`config.mk`:
```
export PLATFORM = sky130hd
export DESIGN_NAME = uart_tx_frame_counter_flat
export DESIGN_NICKNAME = d
export VERILOG_FILES = /design/src/rtl/uart_pkg.sv /design/src/rtl/uart_tx_frame_counter_if.sv /design/src/rtl/uart_tick_divider.sv /design/src/rtl/uart_tx_frame_counter.sv /design/src/flat_wrapper.sv
export SDC_FILE = /design/constraint.sdc
export NUM_CORES = 1
export LEC_CHECK = 0
export ABC_AREA = 1
export BUFFER_PORTS_ARGS = -buffer_cell sky130_fd_sc_hd__buf_4
export CAP_MARGIN = 0
export CORE_UTILIZATION = 25
export CTS_BUF_LIST = sky130_fd_sc_hd__clkbuf_4
export DETAILED_ROUTE_END_ITERATION = 6
export MAX_ROUTING_LAYER = met4
export PLACE_DENSITY_LB_ADDON = 0.15
export SYNTH_ARGS = -nofsm -noshare
export SYNTH_HDL_FRONTEND = slang
export SYNTH_HIERARCHICAL = 1
export SYNTH_SLANG_ARGS = --single-unit
```
`constraint.sdc`:
```
create_clock -name clk -period 2.1 [get_ports clk]
set_clock_uncertainty 0.05 [all_clocks]
set_input_delay 0.42 -clock clk [delete_from_list [all_inputs] [get_ports clk]]
set_output_delay 0.42 -clock clk [all_outputs]
set_load 0.1 [all_outputs]
```
`src/rtl/uart_pkg.sv`:
```
// Shared UART definitions: frame phase encoding and an elaboration-time clog2.
// The TX/RX frame counters and the TX controller all use these.
package uart_pkg;

  typedef enum logic [2:0] {
    PH_IDLE   = 3'd0,
    PH_START  = 3'd1,
    PH_DATA   = 3'd2,
    PH_PARITY = 3'd3,
    PH_STOP   = 3'd4
  } phase_e;

  function automatic int clog2(input int value);
    int r;
    r = 0;
    while ((1 << r) < value) r++;
    return r;
  endfunction

endpackage

```
`src/rtl/uart_tx_frame_counter_if.sv`:
```
// Bus between the TX frame counter (slave) and the TX controller / baud side (master).
// The counter is the slave because it consumes the tick/load requests and reports frame position back.
interface uart_tx_frame_counter_if #(
  parameter int POS_W = 4
);

  logic             clk_baud;
  logic             load;
  logic             parity_en;
  logic             stop2;
  logic             busy;
  logic [2:0]       phase;
  logic [POS_W-1:0] bit_counter;
  logic [3:0]       data_idx;
  logic             bit_strobe;
  logic             frame_done;
  logic             ovr_err;

  modport master (
    output clk_baud, load, parity_en, stop2,
    input  busy, phase, bit_counter, data_idx, bit_strobe, frame_done, ovr_err
  );

  modport slave (
    input  clk_baud, load, parity_en, stop2,
    output busy, phase, bit_counter, data_idx, bit_strobe, frame_done, ovr_err
  );

endinterface

```
`src/rtl/uart_tick_divider.sv`:
```
// Oversample tick counter: counts clk_baud ticks within one bit period and flags the last one.
// The strobe is combinational so the frame FSM can advance in the same cycle as the final tick.
module uart_tick_divider
  import uart_pkg::*;
#(
  parameter int OVERSAMPLE = 1
) (
  input  logic clk,
  input  logic reset,
  input  logic tick_i,
  input  logic en_i,
  input  logic clr_i,
  output logic bitStrobe_o
);

  localparam int TICK_W = (clog2(OVERSAMPLE) < 1) ? 1 : clog2(OVERSAMPLE);
  localparam logic [TICK_W-1:0] LAST_TICK = TICK_W'(OVERSAMPLE - 1);

  logic [TICK_W-1:0] tickCnt_q;
  logic [TICK_W-1:0] tickCnt_d;
  logic              lastTick;

  assign lastTick    = (tickCnt_q == LAST_TICK);
  assign bitStrobe_o = tick_i & en_i & lastTick;

  always_comb begin
    tickCnt_d = tickCnt_q;
    if (clr_i) begin
      tickCnt_d = '0;
    end else if (tick_i && en_i) begin
      tickCnt_d = lastTick ? '0 : tickCnt_q + TICK_W'(1);
    end
  end

  always_ff @(posedge clk or posedge reset) begin
    if (reset) begin
      tickCnt_q <= '0;
    end else begin
      tickCnt_q <= tickCnt_d;
    end
  end

endmodule

```
`src/rtl/uart_tx_frame_counter.sv`:
```
// Tracks position within a UART TX frame (start, data, optional parity, 1/2 stop bits)
// and emits bit/frame strobes plus an overrun pulse for loads that arrive mid-frame.
module uart_tx_frame_counter
  import uart_pkg::*;
#(
  parameter int DATA_BITS  = 8,
  parameter int OVERSAMPLE = 1,
  parameter int POS_W      = 4
) (
  input  logic                     clk,
  input  logic                     reset,
  uart_tx_frame_counter_if.slave   bus
);

  localparam logic [3:0] LAST_DATA = 4'(DATA_BITS - 1);

  phase_e           phase_q,      phase_d;
  logic [POS_W-1:0] bitCounter_q, bitCounter_d;
  logic [3:0]       dataIdx_q,    dataIdx_d;
  logic             secondStop_q, secondStop_d;
  logic             parityEn_q,   parityEn_d;
  logic             stop2_q,      stop2_d;
  logic             frameDone_q,  frameDone_d;
  logic             ovrErr_q,     ovrErr_d;

  logic active;
  logic bitStrobe;
  logic lastStrobe;
  logic loadAccept;

  assign active     = (phase_q != PH_IDLE);
  assign lastStrobe = bitStrobe && (phase_q == PH_STOP) && (!stop2_q || secondStop_q);
  assign loadAccept = bus.load && (!active || lastStrobe);

  uart_tick_divider #(
    .OVERSAMPLE (OVERSAMPLE)
  ) u_tick_divider (
    .clk         (clk),
    .reset       (reset),
    .tick_i      (bus.clk_baud),
    .en_i        (active),
    .clr_i       (loadAccept),
    .bitStrobe_o (bitStrobe)
  );

  // Bit advance first; an accepted load then overrides the frame state, which lets
  // a load on the final stop strobe start the next frame while still reporting frame_done.
  always_comb begin
    phase_d      = phase_q;
    bitCounter_d = bitCounter_q;
    dataIdx_d    = dataIdx_q;
    secondStop_d = secondStop_q;
    parityEn_d   = parityEn_q;
    stop2_d      = stop2_q;
    frameDone_d  = 1'b0;
    ovrErr_d     = 1'b0;

    if (bitStrobe) begin
      bitCounter_d = bitCounter_q + POS_W'(1);
      case (phase_q)
        PH_START: begin
          phase_d   = PH_DATA;
          dataIdx_d = 4'd0;
        end
        PH_DATA: begin
          if (dataIdx_q == LAST_DATA) begin
            dataIdx_d = 4'd0;
            phase_d   = parityEn_q ? PH_PARITY : PH_STOP;
          end else begin
            dataIdx_d = dataIdx_q + 4'd1;
          end
        end
        PH_PARITY: begin
          phase_d = PH_STOP;
        end
        PH_STOP: begin
          if (stop2_q && !secondStop_q) begin
            secondStop_d = 1'b1;
          end else begin
            phase_d      = PH_IDLE;
            bitCounter_d = '0;
            secondStop_d = 1'b0;
            frameDone_d  = 1'b1;
          end
        end
        default: begin
          phase_d = PH_IDLE;
        end
      endcase
    end

    if (bus.load) begin
      if (loadAccept) begin
        phase_d      = PH_START;
        bitCounter_d = '0;
        dataIdx_d    = 4'd0;
        secondStop_d = 1'b0;
        parityEn_d   = bus.parity_en;
        stop2_d      = bus.stop2;
      end else begin
        ovrErr_d = 1'b1;
      end
    end
  end

  always_ff @(posedge clk or posedge reset) begin
    if (reset) begin
      phase_q      <= PH_IDLE;
      bitCounter_q <= '0;
      dataIdx_q    <= 4'd0;
      secondStop_q <= 1'b0;
      parityEn_q   <= 1'b0;
      stop2_q      <= 1'b0;
      frameDone_q  <= 1'b0;
      ovrErr_q     <= 1'b0;
    end else begin
      phase_q      <= phase_d;
      bitCounter_q <= bitCounter_d;
      dataIdx_q    <= dataIdx_d;
      secondStop_q <= secondStop_d;
      parityEn_q   <= parityEn_d;
      stop2_q      <= stop2_d;
      frameDone_q  <= frameDone_d;
      ovrErr_q     <= ovrErr_d;
    end
  end

  assign bus.busy        = active;
  assign bus.phase       = phase_q;
  assign bus.bit_counter = bitCounter_q;
  assign bus.data_idx    = dataIdx_q;
  assign bus.bit_strobe  = bitStrobe;
  assign bus.frame_done  = frameDone_q;
  assign bus.ovr_err     = ovrErr_q;

endmodule

```
`src/flat_wrapper.sv`:
```
// flat-port wrapper written by rule: the top's interface ports become plain ports
module uart_tx_frame_counter_flat import uart_pkg::*;
#(
  parameter int DATA_BITS  = 8,
  parameter int OVERSAMPLE = 1,
  parameter int POS_W      = 4
)
  (clk, reset, bus_clk_baud, bus_load, bus_parity_en, bus_stop2, bus_busy, bus_phase, bus_bit_counter, bus_data_idx, bus_bit_strobe, bus_frame_done, bus_ovr_err);
  uart_tx_frame_counter_if #(.POS_W(POS_W)) bus_i ();
  input  logic clk;
  input  logic reset;
  input wire logic [$bits(bus_i.clk_baud)-1:0] bus_clk_baud;
  input wire logic [$bits(bus_i.load)-1:0] bus_load;
  input wire logic [$bits(bus_i.parity_en)-1:0] bus_parity_en;
  input wire logic [$bits(bus_i.stop2)-1:0] bus_stop2;
  output wire logic [$bits(bus_i.busy)-1:0] bus_busy;
  output wire logic [$bits(bus_i.phase)-1:0] bus_phase;
  output wire logic [$bits(bus_i.bit_counter)-1:0] bus_bit_counter;
  output wire logic [$bits(bus_i.data_idx)-1:0] bus_data_idx;
  output wire logic [$bits(bus_i.bit_strobe)-1:0] bus_bit_strobe;
  output wire logic [$bits(bus_i.frame_done)-1:0] bus_frame_done;
  output wire logic [$bits(bus_i.ovr_err)-1:0] bus_ovr_err;
  assign bus_i.clk_baud = bus_clk_baud;
  assign bus_i.load = bus_load;
  assign bus_i.parity_en = bus_parity_en;
  assign bus_i.stop2 = bus_stop2;
  assign bus_busy = bus_i.busy;
  assign bus_phase = bus_i.phase;
  assign bus_bit_counter = bus_i.bit_counter;
  assign bus_data_idx = bus_i.data_idx;
  assign bus_bit_strobe = bus_i.bit_strobe;
  assign bus_frame_done = bus_i.frame_done;
  assign bus_ovr_err = bus_i.ovr_err;
  uart_tx_frame_counter #(.DATA_BITS(DATA_BITS), .OVERSAMPLE(OVERSAMPLE), .POS_W(POS_W)) u_core (.clk(clk), .reset(reset), .bus(bus_i));
endmodule
```
# Yosys cells after proc, flatten, opt, wreduce, memory -nomap -nowiden
# Cells that the tools add are included.
# totals
ff_bits	17
in_bits	6
# op_classes
addsub	3
eq_ne	5
mux	30
bitwise	3
reduce_logical	13
# ops
operator	n
two-way mux 4 bit	9
two-way mux 3 bit	6
two-way mux 1 bit	13
case mux 3 bit (4 select lines)	1
adder 4 x 1 -> 4 bit, second input constant	2
case mux 4 bit (2 select lines)	1
equality test 3 x 2 -> 1 bit, second input constant	2
logical AND 1 bit	5
equality test 4 x 3 -> 1 bit, second input constant	1
equality test 3 x 1 -> 1 bit, second input constant	1
equality test 3 bit, second input constant	1
logical NOT 1 bit	3
nonzero test 3 bit	1
AND 1 bit	2
logical OR 1 bit	2
AND reduction 2 bit	1
nonzero test 2 bit	1
adder 1 bit, second input constant	1
NOT 1 bit	1

# Longest topological paths before layout
# logic_depth
ltp_word	9
depth_mapped	11
ltp_nobuf	10

# Modules after synthesis
# The synthesis kept the hierarchy.
# by_module_without_submodules
module	instances	cells_each	area_per_inst_um2	seq_area_each_um2
uart_tx_frame_counter	1	107	880.8	400.4
uart_tick_divider	1	2	7.5	0.0

# Worst setup path after synthesis
# Ideal clock, no wire load.
# synth_timing
path_type	register -> register
startpoint	reg u_core.phase_q[2] (netlist: u_core/bus.phase[2])
endpoint	reg u_core.parityEn_q
setup_time_ns	0.116
arrival_ns	3.137
t_required_ns	1.934
path_slack_ns	-1.203
stages_incl_launch_ff	11
cell_sequence	dfrtp_1 inv_2 nand2_2 nand2_1 inv_1 buf_4 nand4_4 nand2_4 nand2_4 nand2_1 nand2_1
# synth_between
elab_chain_cells	8
elab_cells_between_ends	10
cone_classes	1 x eq/ne; 2 x bitwise; 7 x reduce/logical
# synth_rtl
item	line	text
from (decl)	uart_tx_frame_counter.sv:17	phase_e phase_q, phase_d;
from (signal assigned)	uart_tx_frame_counter.sv:117	phase_q <= phase_d;
nonzero test 3 bit	uart_tx_frame_counter.sv:31	assign active = (phase_q != PH_IDLE);
named net bus_busy	flat_wrapper.sv:16	output wire logic [$bits(bus_i.busy)-1:0] bus_busy;
AND 1 bit (2 in a row)	uart_tick_divider.sv:24	assign bitStrobe_o = tick_i & en_i & lastTick;
named net bus_bit_strobe	flat_wrapper.sv:20	output wire logic [$bits(bus_i.bit_strobe)-1:0] bus_bit_strobe;
logical AND 1 bit (2 in a row)	uart_tx_frame_counter.sv:32	assign lastStrobe = bitStrobe && (phase_q == PH_STOP) && (!stop2_q || secondStop_q);
logical OR 1 bit	uart_tx_frame_counter.sv:33	assign loadAccept = bus.load && (!active || lastStrobe);
logical AND 1 bit	uart_tx_frame_counter.sv:33	
AND reduction 2 bit (no line)	--	
to (signal assigned)	uart_tx_frame_counter.sv:121	parityEn_q <= parityEn_d;
to (decl)	uart_tx_frame_counter.sv:21	logic parityEn_q, parityEn_d;
# The timed path passes the listed nets, and every way through them passes these cells.
# A chain may end at the register's enable or synchronous reset.

# Worst setup path in the final report
# layout_timing
startpoint	reg u_core.phase_q[1] (netlist: u_core/bus.phase[1])
endpoint	out bus_bit_strobe
# layout_between
elab_chain_cells	3
# layout_rtl
item	line
nonzero test 3 bit	uart_tx_frame_counter.sv:31
AND 1 bit (2 in a row)	uart_tick_divider.sv:24
to (decl)	flat_wrapper.sv:20
# No other way between the ends.

==> metrics.cfg <==
[die]
start_util_pct = 26.3
die_area_sq_um = 3780
rows = 21
die_h_um = 61.5
ios = 21
core-area_sq_um = 3360
die_x_um = 61.5

[cells_and_area]
area_growth_pct = 34.1
diodes = 0
drive_gt1_share_pct = 34.1
finalNonFillerCells = 181
num-fill-cells = 386
fin_nets = 144

[timing]
worst_pin_slew_ns = 0.661
hold_viol_final = 0
totalNegativeSetupSlack_ns = 0
rsz0062_at_grt = no
max-slew-margin-rel_pct = 55.9
layout_min_cycle_time_ns = 1.90
max_freq_mhz = 525
min_period_over_period_pct = 90.7
slew_viol_final = 0
finalSetupViolations = 0

[job]
drv_cap = 0

[clocking]
ctsLongestPathBuffers = 2
cts-htree-levels = 1
cts_buffers = 3
clock_tree.root_cell = clkbuf_4
path_clk_slew_ns = 0.10
cts.sinks = 16
clk_latency_ns = 0.29
cts.hold.buffers_added = 0
cts_tree = built

[detailed_routing]
drt-total-wl_um = 1830
drt_pass1_iterations = 4
drt-initial-drc-count = 25
viasPerCell = 4.08
wl_per_cell_um = 10.1
detail-route-antenna-nets = 0
num_vias = 739
drc = 0

[setup_path]
crit_path_cell_trace = nor2_4 -> nand2_8 -> nand2_4 -> clkinvlp_4 -> buf_8
critPathBufInv = 2
cpMaxStageDelayCell = dfrtp_4
critPathArrivalTime_ns = 1.43
cp-start-kind = flop
cp-end-kind = primary output
cp_max_fo = 5
cpLargestDelayFamily = flip-flops
critPathRequiredTime_ns = 1.63
slowest_delay_ns = 0.52
critical_path_class = reg2out

[yosys]
syn_inst = 108
netlist_area_sq_um = 885
synth_fp_nets = 116
ys_warn_count = 6
avgSynthCellArea_sq_um = 8.19

[global_route]
grt_max_degree = 17
grt_pass1_wl_um = 3190
grt.total_usage_pct = 12.2
grt_antenna_before_repair = 0
grt_pass1_vias = 696
grt_overflow = 0

[placement]
dpl.hpwl_um = 1410
io_buffers = 20
dp_cells = 174
gp_congestion = 0.763

[run_status]
outcome = completed

[min_path]
hold_path_class = in2async

## layer usage
metal	global-route usage, %	share of wire [%]	routed length, um
met3	2.52	3.4	63
met5	-	0	0
met2	16.6	41	747
met4	6.67	0.82	15
met1	16.7	55	1000
## area by class of cell
type,count,area (sq um),area share [%]
clock inverter,1,3.75,0.316
inverter,16,63.8,5.38
multi-input combinational,75,442,37.2
clock buffer,3,22.5,1.90
sequential,16,409,34.5
tap,46,57.6,4.85
timing repair buffer,24,188,15.8
## state kept, by name (all words and copies together), names as in the netlist
signal,cells
u_core/bus.bit_counter,4
u_core/bus.data_idx,4
u_core/bus.frame_done,1
u_core/bus.ovr_err,1
u_core/bus.phase,3
u_core/parityEn_q,1
u_core/secondStop_q,1
u_core/stop2_q,1
## metrics by stage
stage	utilization [%]	setup WS, ns	hold WS (ns)	cell area [sq um]
after floorplan	-	-0.314	0.284	926
after global placement	33.6	0.273	0.410	1130
after detailed placement	33.6	0.251	0.410	1130
after CTS	34.7	0.0222	0.189	1170
after global routing	35.3	0.123	0.202	1190
final	35.3	0.196	0.162	1190
## final timing paths
kind                                                        to                     startpoint  cells after the start  slack (ns)
max                                             bus_bit_strobe  u_core/bus.phase[1]$_DFF_PP0_                      5        0.20
min                              u_core/parityEn_q$_DFFE_PP0P_                          reset                      2        0.16
max reg2reg                u_core/bus.bit_counter[3]$_DFF_PP0_  u_core/bus.phase[1]$_DFF_PP0_                      9        0.36
min reg2reg                      u_core/parityEn_q$_DFFE_PP0P_  u_core/parityEn_q$_DFFE_PP0P_                      2        0.43
max in group asynchronous        u_core/bus.phase[1]$_DFF_PP0_                          reset                      2        1.35
min in group clk                 u_core/parityEn_q$_DFFE_PP0P_                  bus_parity_en                      3        0.31
## cells in the final DEF (no fill, tap or decap)
cell type and n:
inv_1 13, dfrtp_2 1, clkinvlp_4 1, clkinv_1 1, ha_1 2, nor2_4 1, clkbuf_4 3, a21oi_1 2
nand3_2 2, o21ai_0 1, nand3_1 7, nand2_8 1, nand2_4 3, nor2_1 8, buf_8 1, dfrtp_1 13
inv_2 2, a21oi_2 1, xnor2_1 1, nand4_4 1, dfrtp_4 2, a22oi_1 1, a21boi_1 1, buf_4 23
nand2_2 2, nand3b_1 2, xor2_1 2, nand4_1 2, nor2_2 1, nand2_1 32, o21ai_2 1, nor3_1 1
## what timing repair did
item	in CTS	in global routing
setup buffers	1	2
gates cloned	0	0
pin swaps	1	0
gates resized for setup	1	1
setup endpoints to repair	1	1
Power is left out: the tool's default activity adds up to more than one toggle a clock period on the data nets, which glitch-free logic cannot reach.
